File: src/rtl/ram_arb_pkg.sv
// Shared owner encoding and response timing for the RAM port-A arbiter.
// Imported by ram_arb_grant and ram_port_arbiter.
package ram_arb_pkg;

    typedef logic owner_t;

    localparam owner_t OWNER_R0    = 1'b0;
    localparam owner_t OWNER_R1    = 1'b1;
    localparam int     RSP_LATENCY = 1;

endpackage

File: src/rtl/ram_arb_grant.sv
// Combinational grant decision: lock continuation with forced handover, else contention resolved by pref_i.
// Latency 0; a requester that is not granted simply sees no ready and must hold its request.
module ram_arb_grant
    import ram_arb_pkg::*;
#(
    parameter int MAX_HOLD = 8,
    parameter int CNT_W    = 4
) (
    input  logic [1:0]       valid_i,
    input  logic             lock_q_i,
    input  owner_t           owner_q_i,
    input  logic [CNT_W-1:0] hold_cnt_q_i,
    input  owner_t           pref_i,
    output logic             gnt_vld_o,
    output owner_t           gnt_owner_o,
    output logic             gnt_locked_o
);

    localparam logic [CNT_W-1:0] HOLD_LAST = CNT_W'(MAX_HOLD - 1);

    owner_t other;

    always_comb begin
        gnt_vld_o    = |valid_i;
        gnt_owner_o  = OWNER_R0;
        gnt_locked_o = 1'b0;
        other        = owner_t'(~owner_q_i);
        if (lock_q_i && valid_i[owner_q_i]) begin
            // Burst owner keeps the port until it has used its full hold allowance.
            if ((hold_cnt_q_i == HOLD_LAST) && valid_i[other]) begin
                gnt_owner_o = other;
            end else begin
                gnt_owner_o  = owner_q_i;
                gnt_locked_o = 1'b1;
            end
        end else if (valid_i == 2'b11) begin
            gnt_owner_o = pref_i;
        end else if (valid_i[1]) begin
            gnt_owner_o = OWNER_R1;
        end
    end

endmodule

File: src/rtl/ram_port_arbiter.sv
// Shares RAM port A between R0 (CPU) and R1 (DMA); one access/cycle, response 1 cycle after transfer.
// Build option RAM_ARB_RR_EN selects round-robin instead of fixed R1 priority on contention.
module ram_port_arbiter
    import ram_arb_pkg::*;
#(
    parameter int  DEPTH    = 16384,
    parameter int  MAX_HOLD = 8,
    localparam int ADDR_W   = $clog2(DEPTH)
) (
    input  logic              clk,
    input  logic              rst_n,
    input  logic              r0_valid,
    output logic              r0_ready,
    input  logic              r0_lock,
    input  logic [3:0]        r0_we,
    input  logic [ADDR_W-1:0] r0_addr,
    input  logic [31:0]       r0_wdata,
    output logic              r0_rsp_valid,
    output logic [31:0]       r0_rdata,
    input  logic              r1_valid,
    output logic              r1_ready,
    input  logic              r1_lock,
    input  logic [3:0]        r1_we,
    input  logic [ADDR_W-1:0] r1_addr,
    input  logic [31:0]       r1_wdata,
    output logic              r1_rsp_valid,
    output logic [31:0]       r1_rdata,
    output logic [3:0]        ram_we,
    output logic [ADDR_W-1:0] ram_addr,
    output logic [31:0]       ram_wdata,
    input  logic [31:0]       ram_q
);

    localparam int               CNT_W     = $clog2(MAX_HOLD + 1);
    localparam logic [CNT_W-1:0] HOLD_LAST = CNT_W'(MAX_HOLD - 1);

    owner_t            owner_q, owner_d, rsp_owner_q, rsp_owner_d, gnt_owner, pref_owner;
    logic              lock_q, lock_d, rsp_vld_q, rsp_vld_d;
    logic              gnt_raw, gnt, gnt_locked, sel_lock, rsp0, rsp1;
    logic [CNT_W-1:0]  hold_cnt_q, hold_cnt_d;
    logic [ADDR_W-1:0] addr_q, addr_d, sel_addr;
    logic [31:0]       wdata_q, wdata_d, sel_wdata;
    logic [31:0]       rdata0_q, rdata0_d, rdata1_q, rdata1_d;
    logic [3:0]        sel_we;

`ifdef RAM_ARB_RR_EN
    owner_t last_q, last_d;

    assign last_d     = gnt ? gnt_owner : last_q;
    assign pref_owner = owner_t'(~last_q);

    always_ff @(posedge clk) begin
        if (!rst_n) last_q <= OWNER_R1;
        else        last_q <= last_d;
    end
`else
    assign pref_owner = OWNER_R1;
`endif

    ram_arb_grant #(
        .MAX_HOLD (MAX_HOLD),
        .CNT_W    (CNT_W)
    ) u_grant (
        .valid_i      ({r1_valid, r0_valid}),
        .lock_q_i     (lock_q),
        .owner_q_i    (owner_q),
        .hold_cnt_q_i (hold_cnt_q),
        .pref_i       (pref_owner),
        .gnt_vld_o    (gnt_raw),
        .gnt_owner_o  (gnt_owner),
        .gnt_locked_o (gnt_locked)
    );

    // Outputs are forced to their reset values for as long as rst_n is low.
    assign gnt       = gnt_raw & rst_n;
    assign sel_we    = (gnt_owner == OWNER_R1) ? r1_we    : r0_we;
    assign sel_addr  = (gnt_owner == OWNER_R1) ? r1_addr  : r0_addr;
    assign sel_wdata = (gnt_owner == OWNER_R1) ? r1_wdata : r0_wdata;
    assign sel_lock  = (gnt_owner == OWNER_R1) ? r1_lock  : r0_lock;

    assign r0_ready  = gnt & (gnt_owner == OWNER_R0);
    assign r1_ready  = gnt & (gnt_owner == OWNER_R1);
    assign ram_we    = gnt ? sel_we : 4'b0000;
    assign ram_addr  = !rst_n ? '0 : (gnt ? sel_addr : addr_q);
    assign ram_wdata = !rst_n ? '0 : (gnt ? sel_wdata : wdata_q);

    assign rsp0         = rst_n & rsp_vld_q & (rsp_owner_q == OWNER_R0);
    assign rsp1         = rst_n & rsp_vld_q & (rsp_owner_q == OWNER_R1);
    assign r0_rsp_valid = rsp0;
    assign r1_rsp_valid = rsp1;
    assign r0_rdata     = !rst_n ? '0 : (rsp0 ? ram_q : rdata0_q);
    assign r1_rdata     = !rst_n ? '0 : (rsp1 ? ram_q : rdata1_q);

    always_comb begin
        owner_d     = owner_q;
        rsp_owner_d = rsp_owner_q;
        rsp_vld_d   = gnt;
        lock_d      = 1'b0;
        hold_cnt_d  = '0;
        addr_d      = addr_q;
        wdata_d     = wdata_q;
        rdata0_d    = r0_rdata;
        rdata1_d    = r1_rdata;
        if (gnt) begin
            owner_d     = gnt_owner;
            rsp_owner_d = gnt_owner;
            lock_d      = sel_lock;
            addr_d      = sel_addr;
            wdata_d     = sel_wdata;
            // Saturates so a lone locked owner can keep bursting without wrapping.
            if (gnt_locked) begin
                hold_cnt_d = (hold_cnt_q == HOLD_LAST) ? hold_cnt_q : hold_cnt_q + CNT_W'(1);
            end
        end
    end

    always_ff @(posedge clk) begin
        if (!rst_n) begin
            owner_q     <= OWNER_R0;
            rsp_owner_q <= OWNER_R0;
            rsp_vld_q   <= 1'b0;
            lock_q      <= 1'b0;
            hold_cnt_q  <= '0;
            addr_q      <= '0;
            wdata_q     <= '0;
            rdata0_q    <= '0;
            rdata1_q    <= '0;
        end else begin
            owner_q     <= owner_d;
            rsp_owner_q <= rsp_owner_d;
            rsp_vld_q   <= rsp_vld_d;
            lock_q      <= lock_d;
            hold_cnt_q  <= hold_cnt_d;
            addr_q      <= addr_d;
            wdata_q     <= wdata_d;
            rdata0_q    <= rdata0_d;
            rdata1_q    <= rdata1_d;
        end
    end

endmodule
File: config.mk
export PLATFORM = sky130hd
export DESIGN_NAME = ram_port_arbiter
export DESIGN_NICKNAME = d
export VERILOG_FILES = /design/src/rtl/ram_arb_pkg.sv /design/src/rtl/ram_arb_grant.sv /design/src/rtl/ram_port_arbiter.sv
export SDC_FILE = /design/constraint.sdc
export NUM_CORES = 1
export LEC_CHECK = 0
export BUFFER_PORTS_ARGS = -buffer_cell sky130_fd_sc_hd__buf_2
export CAP_MARGIN = 0
export CORE_ASPECT_RATIO = 0.5
export CORE_MARGIN = 2
export CORE_UTILIZATION = 37
export CTS_CLUSTER_SIZE = 30
export DETAILED_ROUTE_END_ITERATION = 8
export PLACE_DENSITY = 0.75
export SLEW_MARGIN = 20
export SYNTH_ARGS = -nofsm -noshare
export SYNTH_HDL_FRONTEND = slang
export SYNTH_SLANG_ARGS = --single-unit
File: constraint.sdc
create_clock -name clk -period 1.95 [get_ports clk]
set_clock_uncertainty 0.15 [all_clocks]
set_input_delay 0.0975 -clock clk [delete_from_list [all_inputs] [get_ports clk]]
set_output_delay 0.0975 -clock clk [all_outputs]
set_load 0.05 [all_outputs]
==> flow_results.xml, run 1 <==
<?xml version="1.0" encoding="UTF-8"?>
<metrics>
  <group name="critical_path">
    <metric name="cp-start-kind" unit="">flip-flop</metric>
    <metric name="critical-path-max-stage-delay" unit="ns">0.47</metric>
    <metric name="critical_path.max_fanout" unit="">12</metric>
    <metric name="cp_num_buf_inv" unit="">2</metric>
    <metric name="crit_type" unit="">flip-flop to output port</metric>
    <metric name="critical-path-top-delay-family" unit="">compound AO/OA/AOI/OAI gates</metric>
    <metric name="crit_slowest_cell" unit="">sky130_fd_sc_hd__a41oi_1</metric>
    <metric name="required" unit="ns">1.70</metric>
    <metric name="critical_path_cell_by_cell" unit="">ha_4 &gt; and3b_2 &gt; nand2_4 &gt; buf_4 &gt; a41oi_1 &gt; a21boi_4 &gt; buf_6</metric>
    <metric name="worst_ep_arrival_time" unit="ns">2.30</metric>
    <metric name="critPathCaptureType" unit="">output port</metric>
  </group>
  <group name="die">
    <metric name="fp-row-count" unit="">31</metric>
    <metric name="design.portCount" unit="">256</metric>
    <metric name="dieWidth" unit="µm">175</metric>
    <metric name="fp.coreArea" unit="mm²">0.0144</metric>
    <metric name="die_area" unit="mm²">0.0157</metric>
    <metric name="fp.dieH" unit="µm">89.6</metric>
    <metric name="start_util" unit="%">37.7</metric>
  </group>
  <group name="run_status">
    <metric name="violations" unit="">setup timing</metric>
    <metric name="status" unit="">finished with violations</metric>
  </group>
  <group name="worst_hold_path">
    <metric name="hold_path_class" unit="">primary input to flip-flop</metric>
  </group>
  <group name="flow_run">
    <metric name="max_cap_violations" unit="">0</metric>
  </group>
  <group name="power">
    <metric name="power_per_cell_area" unit="mW/mm²">697</metric>
    <metric name="net-switching-power" unit="mW">2.76</metric>
    <metric name="clock_power_share" unit="%">38.9</metric>
    <metric name="combinationalPowerShare" unit="%">29.4</metric>
    <metric name="ir_drop" unit="mV">0.549</metric>
    <metric name="seq_power_share" unit="%">31.7</metric>
    <metric name="cellLeakagePower" unit="nW">5.16</metric>
    <metric name="intPower" unit="mW">5.47</metric>
    <metric name="switching_share" unit="%">33.6</metric>
  </group>
  <group name="logic_synthesis">
    <metric name="synth_top_flop_cell" unit="">sky130_fd_sc_hd__dfxtp_1</metric>
    <metric name="synth_area" unit="mm²">0.00542</metric>
    <metric name="post-synth-top-area-cell" unit="">sky130_fd_sc_hd__dfxtp_1</metric>
    <metric name="synthCells" unit="">653</metric>
    <metric name="yosys.area.top_type_share" unit="%">43.2</metric>
    <metric name="yosys-top-cells-count" unit="">sky130_fd_sc_hd__nand2_1, sky130_fd_sc_hd__o21ai_0, sky130_fd_sc_hd__dfxtp_1</metric>
    <metric name="ys_warn_count" unit="">0</metric>
    <metric name="synth_area_per_cell" unit="µm²">8.30</metric>
    <metric name="post-synth-top-count-cell" unit="">sky130_fd_sc_hd__nand2_1</metric>
    <metric name="synth.yosys.seq_area_share" unit="%">43.2</metric>
    <metric name="postSynthRegisterBits" unit="">117</metric>
    <metric name="synth_edf_count" unit="">0</metric>
    <metric name="post_synth_main_area_contributors" unit="">sky130_fd_sc_hd__dfxtp_1, sky130_fd_sc_hd__o21ai_0, sky130_fd_sc_hd__nand2_1</metric>
    <metric name="synth.net_count" unit="">792</metric>
    <metric name="synth.lib_cells_used.distinct" unit="">37</metric>
    <metric name="async_flop_share" unit="%">0</metric>
  </group>
  <group name="timing">
    <metric name="maxSlewHeadroom" unit="%">59.3</metric>
    <metric name="final_max_slew_viol_count" unit="">0</metric>
    <metric name="finalCriticalPeriod" unit="ns">2.54</metric>
    <metric name="fmax" unit="GHz">0.393</metric>
    <metric name="setup_viol_count_final" unit="">119</metric>
    <metric name="sum_of_negative_setup_slack" unit="ns">-33.82</metric>
    <metric name="fin_crit_share" unit="%">130</metric>
    <metric name="post-route-worst-setup-slack" unit="ns">-0.593</metric>
    <metric name="timing.final.hold_violations" unit="">0</metric>
    <metric name="rsz0062_at_grt" unit="">true</metric>
    <metric name="worst_slew_pin_slew" unit="ns">0.609</metric>
  </group>
  <group name="cells_and_area">
    <metric name="post_route_cells_drive_above_1_share" unit="%">52.6</metric>
    <metric name="final_cell_count_no_fill" unit="">1284</metric>
    <metric name="design.final.nets" unit="">1211</metric>
    <metric name="area_growth" unit="%">118</metric>
    <metric name="fill_cells" unit="">661</metric>
  </group>
  <group name="grt">
    <metric name="grt_max_degree" unit="">61</metric>
    <metric name="grt_use_total" unit="%">32.6</metric>
    <metric name="first_pass_grt_wire_length" unit="µm">40000</metric>
    <metric name="grt_remaining_overflow" unit="">0</metric>
    <metric name="first_global_vias" unit="">7462</metric>
    <metric name="initial_antenna_violation_count" unit="">0</metric>
  </group>
  <group name="clock_network">
    <metric name="cts_tree" unit="">yes</metric>
    <metric name="tritoncts_num_sinks" unit="">117</metric>
    <metric name="cts_htree_levels" unit="">4</metric>
    <metric name="cts-root-buf" unit="">sky130_fd_sc_hd__clkbuf_16</metric>
    <metric name="latest_clock_arrival_within_the_worst_skew_pair" unit="ns">0.42</metric>
    <metric name="cts_buf_count" unit="">17</metric>
    <metric name="cts_buffer_depth" unit="">2</metric>
    <metric name="cts.reportedPaths.clkPinSlew" unit="ns">0.06</metric>
  </group>
  <group name="place">
    <metric name="detailedPlacementHpwl" unit="µm">12000</metric>
    <metric name="routabilityCongestion" unit="">0.784</metric>
    <metric name="buffer_ports.inserted" unit="">255</metric>
    <metric name="dp_cells" unit="">1071</metric>
    <metric name="dp_slack" unit="ns">-0.0820</metric>
  </group>
  <group name="route">
    <metric name="drt_first_iter_violations" unit="">849</metric>
    <metric name="wirelength_per_cell" unit="µm">24.6</metric>
    <metric name="total_vias_in_the_final_route" unit="">7946</metric>
    <metric name="detail_route.drc_violations" unit="">0</metric>
    <metric name="route.detailed.vias_per_inst" unit="">6.19</metric>
    <metric name="route.final.wire_length" unit="µm">31600</metric>
    <metric name="drtAntennaViolNets" unit="">0</metric>
    <metric name="drtPass1Iterations" unit="">6</metric>
  </group>
</metrics>
==> worst reg2reg max path: stages, from the launching register on <==
cell and delay (ns):
sky130_fd_sc_hd__dfxtp_4 0.37, sky130_fd_sc_hd__buf_6 0.13, sky130_fd_sc_hd__buf_6 0.11, sky130_fd_sc_hd__and3_4 0.18, sky130_fd_sc_hd__buf_12 0.16, sky130_fd_sc_hd__buf_16 0.16, sky130_fd_sc_hd__buf_2 0.19, sky130_fd_sc_hd__buf_4 0.17
sky130_fd_sc_hd__o21ai_0 0.36
==> metrics by stage <==
stage	cell area, µm²	total power, mW	util [%]	hold WS [ns]
finish	11800	8.23	82.1	0.108
global route	11800	8.43	82.0	0.112
CTS	11100	7.90	77.5	0.00475
detailed placement	7400	4.16	51.4	0.157
global placement	7400	4.14	51.4	0.160
floorplan	5820	3.72	-	0.0644
==> what timing repair did <==
item | 4_1_cts | 5_1_grt
pin swaps | 34 | 56
gates cloned | 16 | 1
hold endpoints to repair | 112 | 0
buffers inserted | 24 | 18
hold buffers | 126 | 0
resized for setup | 375 | 133
endpoints found under the setup margin | 118 | 122
==> registers in the layout (all words and copies together) (netlist names) <==
| signal | cells |
|---|---|
| addr_q | 14 |
| hold_cnt_q | 4 |
| lock_q | 1 |
| rdata0_q | 32 |
| rdata1_q | 32 |
| rsp_owner_q | 1 |
| rsp_vld_q | 1 |
| wdata_q | 32 |
==> area by class of cell <==
class | count | area, µm² | area share, %
antenna | 2 | 5.00 | 0.0424
clock buffer | 18 | 439 | 3.72
clock inverter | 13 | 149 | 1.26
inverter | 1 | 8.76 | 0.0742
multi-input combinational | 470 | 4110 | 34.8
sequential | 117 | 2350 | 19.9
tap | 198 | 248 | 2.10
timing repair buffer | 465 | 4500 | 38.1
==> routing by layer <==
metal / track usage (%) / part of all wire [%] / vias up
met2: 55.7 / 47 / 645
met5: 2.08 / 0.14 / -
met3: 9.60 / 8.9 / 224
li1: - / - / 3246
met4: 20.5 / 6.8 / 2
met1: 36.8 / 37 / 3829
==> kinds of logic after synthesis <==
logic type	after synthesis	synth area share [%]
AO/OA/AOI/OAI	247	31.1
AND/OR/NAND/NOR	207	16.8
flip-flops	117	43.2
buffers and inverters	66	5.79
multiplexers	13	2.47
XOR/XNOR	2	0.462
adder cells (fa/ha/maj)	1	0.231
==> worst paths after layout <==
path | to | cells after the start | slack, ns | startpoint
worst max-delay path | ram_addr[6] | 7 | -0.59 | hold_cnt_q[0]
worst max register to register | rdata1_q[5] | 8 | -0.16 | rsp_owner_q
worst min-delay path | hold_cnt_q[0] | 3 | 0.11 | rst_n
worst min register to register | rdata0_q[18] | 2 | 0.35 | rdata0_q[18]
==> cell usage in the layout (no fill, tap or decap), types with 2 or more instances in the layout <==
| cell type | count |
|---|---|
| sky130_fd_sc_hd__bufinv_16 | 2 |
| sky130_fd_sc_hd__clkinv_4 | 2 |
| sky130_fd_sc_hd__a41oi_1 | 7 |
| sky130_fd_sc_hd__dfxtp_2 | 3 |
| sky130_fd_sc_hd__nand2_4 | 55 |
| sky130_fd_sc_hd__dfxtp_1 | 113 |
| sky130_fd_sc_hd__buf_2 | 137 |
| sky130_fd_sc_hd__a221o_2 | 33 |
| sky130_fd_sc_hd__inv_6 | 4 |
| sky130_fd_sc_hd__clkbuf_16 | 18 |
| sky130_fd_sc_hd__a21oi_1 | 3 |
| sky130_fd_sc_hd__dlygate4sd3_1 | 126 |
| sky130_fd_sc_hd__o21ai_4 | 39 |
| sky130_fd_sc_hd__clkinvlp_4 | 6 |
| sky130_fd_sc_hd__o21ai_0 | 65 |
| sky130_fd_sc_hd__a21boi_4 | 12 |
| sky130_fd_sc_hd__nor2_1 | 15 |
| sky130_fd_sc_hd__buf_4 | 41 |
| sky130_fd_sc_hd__nand2_2 | 4 |
| sky130_fd_sc_hd__a41oi_2 | 6 |
| sky130_fd_sc_hd__mux2i_1 | 12 |
| sky130_fd_sc_hd__buf_6 | 113 |
| sky130_fd_sc_hd__nand4b_1 | 2 |
| sky130_fd_sc_hd__nand2_8 | 4 |
| sky130_fd_sc_hd__o211ai_1 | 12 |
| sky130_fd_sc_hd__a32oi_1 | 32 |
| sky130_fd_sc_hd__o2bb2ai_2 | 4 |
| sky130_fd_sc_hd__diode_2 | 2 |
| sky130_fd_sc_hd__nor2b_1 | 34 |
| sky130_fd_sc_hd__buf_12 | 20 |
| sky130_fd_sc_hd__and3_4 | 2 |
| sky130_fd_sc_hd__buf_16 | 10 |
| sky130_fd_sc_hd__o21ai_2 | 25 |
| sky130_fd_sc_hd__buf_8 | 16 |
| sky130_fd_sc_hd__nand2_1 | 79 |
| sky130_fd_sc_hd__nand3_1 | 2 |
==> power by group through the flow <==
| stage | Sequential (mW) | Clock [mW] | Combinational, mW |
|---|---|---|---|
| 5_1_grt | 2.61 | 3.33 | 2.49 |
| 4_1_cts | 2.59 | 3.15 | 2.16 |
| 2_1_floorplan | 2.62 | 0 | 1.09 |
| 6_report | 2.61 | 3.20 | 2.42 |
| 3_5_place_dp | 2.64 | 0 | 1.52 |
| 3_3_place_gp | 2.64 | 0 | 1.50 |
Note: power is estimated with default switching activity, not from simulation.
==> run 2: changes to the inputs <==
--- a/config.mk
+++ b/config.mk
@@ -9,10 +9,10 @@
 export CAP_MARGIN = 0
 export CORE_ASPECT_RATIO = 0.5
 export CORE_MARGIN = 2
-export CORE_UTILIZATION = 37
+export CORE_UTILIZATION = 40
 export CTS_CLUSTER_SIZE = 30
 export DETAILED_ROUTE_END_ITERATION = 8
-export PLACE_DENSITY = 0.75
+export PLACE_DENSITY = 0.79
 export SLEW_MARGIN = 20
 export SYNTH_ARGS = -nofsm -noshare
 export SYNTH_HDL_FRONTEND = slang
==> run 2 against run 1 <==
Global-route usage is 11 points higher. The flow still finishes with violations (setup timing). Register-to-register slack worse by 0.41 ns. Non-clock buffer count is 31 higher. Worst setup slack worse by 0.45 ns.
==> flow_results.xml, run 2 (synthesized netlist as in run 1, its figures left out) <==
<?xml version="1.0" encoding="UTF-8"?>
<metrics>
  <group name="route">
    <metric name="total_vias_in_the_final_route" unit="">9209</metric>
    <metric name="drt_first_iter_violations" unit="">1557</metric>
    <metric name="detail_route.drc_violations" unit="">0</metric>
    <metric name="route.final.wire_length" unit="µm">42400</metric>
    <metric name="drtPass1Iterations" unit="">6</metric>
    <metric name="route.detailed.vias_per_inst" unit="">7.11</metric>
    <metric name="drtAntennaViolNets" unit="">0</metric>
    <metric name="wirelength_per_cell" unit="µm">32.7</metric>
  </group>
  <group name="clock_network">
    <metric name="cts.reportedPaths.clkPinSlew" unit="ns">0.07</metric>
    <metric name="cts_buffer_depth" unit="">2</metric>
    <metric name="cts-root-buf" unit="">sky130_fd_sc_hd__clkbuf_16</metric>
    <metric name="cts_tree" unit="">yes</metric>
    <metric name="tritoncts_num_sinks" unit="">117</metric>
    <metric name="cts_htree_levels" unit="">4</metric>
    <metric name="cts_buf_count" unit="">17</metric>
    <metric name="latest_clock_arrival_within_the_worst_skew_pair" unit="ns">0.44</metric>
  </group>
  <group name="die">
    <metric name="die_area" unit="mm²">0.0146</metric>
    <metric name="dieWidth" unit="µm">169</metric>
    <metric name="fp-row-count" unit="">30</metric>
    <metric name="fp.dieH" unit="µm">86.3</metric>
    <metric name="design.portCount" unit="">256</metric>
    <metric name="fp.coreArea" unit="mm²">0.0134</metric>
    <metric name="start_util" unit="%">40.5</metric>
  </group>
  <group name="cells_and_area">
    <metric name="post_route_cells_drive_above_1_share" unit="%">54.8</metric>
    <metric name="postLayoutCoreUtil" unit="%">93.2</metric>
    <metric name="mostFrequentLayoutCell" unit="">sky130_fd_sc_hd__buf_2</metric>
    <metric name="area_growth" unit="%">130</metric>
    <metric name="reg_top3" unit="">rdata0_q x32, rdata1_q x32, wdata_q x32</metric>
    <metric name="design.final.nets" unit="">1243</metric>
    <metric name="layout.cells.most_common_list" unit="">sky130_fd_sc_hd__buf_2, sky130_fd_sc_hd__dlygate4sd3_1, sky130_fd_sc_hd__buf_6</metric>
  </group>
  <group name="critical_path">
    <metric name="required" unit="ns">1.70</metric>
    <metric name="critical_path.max_fanout" unit="">28</metric>
    <metric name="worst_ep_arrival_time" unit="ns">2.75</metric>
    <metric name="cp-start-kind" unit="">flip-flop</metric>
    <metric name="critPathCaptureType" unit="">output port</metric>
    <metric name="crit_type" unit="">flip-flop to output port</metric>
  </group>
  <group name="timing">
    <metric name="final_max_slew_viol_count" unit="">0</metric>
    <metric name="finalCriticalPeriod" unit="ns">2.99</metric>
    <metric name="setup_viol_count_final" unit="">167</metric>
    <metric name="rsz0062_at_grt" unit="">true</metric>
    <metric name="fin_crit_share" unit="%">153</metric>
    <metric name="worst_slew_pin_slew" unit="ns">0.921</metric>
    <metric name="maxSlewHeadroom" unit="%">37.9</metric>
    <metric name="post-route-worst-setup-slack" unit="ns">-1.04</metric>
    <metric name="sum_of_negative_setup_slack" unit="ns">-58.83</metric>
    <metric name="timing.final.hold_violations" unit="">0</metric>
    <metric name="fmax" unit="GHz">0.334</metric>
  </group>
  <group name="grt">
    <metric name="first_pass_grt_wire_length" unit="µm">48700</metric>
    <metric name="first_global_vias" unit="">8676</metric>
    <metric name="grt_max_degree" unit="">47</metric>
    <metric name="grt_use_total" unit="%">43.3</metric>
    <metric name="initial_antenna_violation_count" unit="">4</metric>
    <metric name="grt_remaining_overflow" unit="">0</metric>
  </group>
  <group name="place">
    <metric name="buffer_ports.inserted" unit="">255</metric>
    <metric name="detailedPlacementHpwl" unit="µm">12100</metric>
    <metric name="routabilityCongestion" unit="">0.832</metric>
  </group>
  <group name="flow_run">
    <metric name="max_cap_violations" unit="">0</metric>
  </group>
  <group name="run_status">
    <metric name="violations" unit="">setup timing</metric>
    <metric name="status" unit="">finished with violations</metric>
  </group>
  <group name="power">
    <metric name="ir_drop" unit="mV">0.552</metric>
    <metric name="power_per_cell_area" unit="mW/mm²">697</metric>
    <metric name="cellLeakagePower" unit="nW">5.31</metric>
  </group>
  <group name="worst_hold_path">
    <metric name="hold_path_class" unit="">primary input to flip-flop</metric>
  </group>
</metrics>
==> run 2: cell types whose count changed in the layout (fill, tap and decap cells not counted), sizes merged, moves of 2 or more <==
cell      before  now
inv            4    8
clkbuf        19   21
bufbuf         1    3
buf          337  365
clkinvlp       6    3
==> run 2: what timing repair did <==
action                                 in CTS  in global routing
buffers inserted                           43                 32
setup endpoints to repair                 118                138
gates cloned                               20                  3
pin swaps                                  53                 57
hold buffers                              125                  0
gates resized for setup                   407                175
endpoints found under the hold margin     111                  0
==> run 2: area by class of cell <==
cell class	count	area (µm²)
inverters	1	16.3
repair buffers	496	4960
multi-input cells	471	4370
fillers	313	910
clock buffers	18	429
diodes	3	7.51
clock inverters	14	141
well taps	176	220
flip-flops and latches	117	2350
==> run 2: final timing paths <==
check / startpoint / to / slack (ns) / cells past startpoint
setup reg to reg: rsp_owner_q / rdata1_q[10] / -0.57 / 8
hold reg to reg: rdata0_q[21] / rdata0_q[21] / 0.37 / 2
setup / recovery: rsp_owner_q / ram_addr[5] / -1.04 / 6
hold / removal: r1_valid / rsp_vld_q / 0.05 / 4
==> run 2: per-layer routing <==
metal  GRT usage [%]  wire length, µm  part of all wire, %
met2            73.7            17300                   41
met3            12.4             6000                   14
met5               0               12                0.028
met4            30.1             5030                   12
met1            47.7            14100                   33
==> run 2: per-stage QoR <==
step	cell area, µm²	power (mW)	setup WS (ns)	hold slack [ns]	cells
6_report	12500	8.70	-1.04	0.0538	1296
2_1_floorplan	5820	3.72	-0.368	0.0644	653
3_5_place_dp	7390	4.16	-0.0623	0.155	1053
5_1_grt	12500	8.75	-0.982	0.0578	1293
3_3_place_gp	7390	4.13	-0.0263	0.154	1053
4_1_cts	11500	7.93	-0.418	0.00709	1271
==> run 2: worst max-delay path: stages (launching register included) <==
cell	delay, ns
sky130_fd_sc_hd__dfxtp_4	0.40
sky130_fd_sc_hd__nand2b_1	0.22
sky130_fd_sc_hd__buf_12	0.22
sky130_fd_sc_hd__a32oi_1	0.20
sky130_fd_sc_hd__nor2b_1	0.77
sky130_fd_sc_hd__a221o_2	0.30
sky130_fd_sc_hd__buf_6	0.18
==> run 2: report_power, final <==
| group | switching [mW] | internal, mW |
|---|---|---|
| sequential | 0.0905 | 2.54 |
| combinational | 1.61 | 1.09 |
| clock | 1.57 | 1.80 |
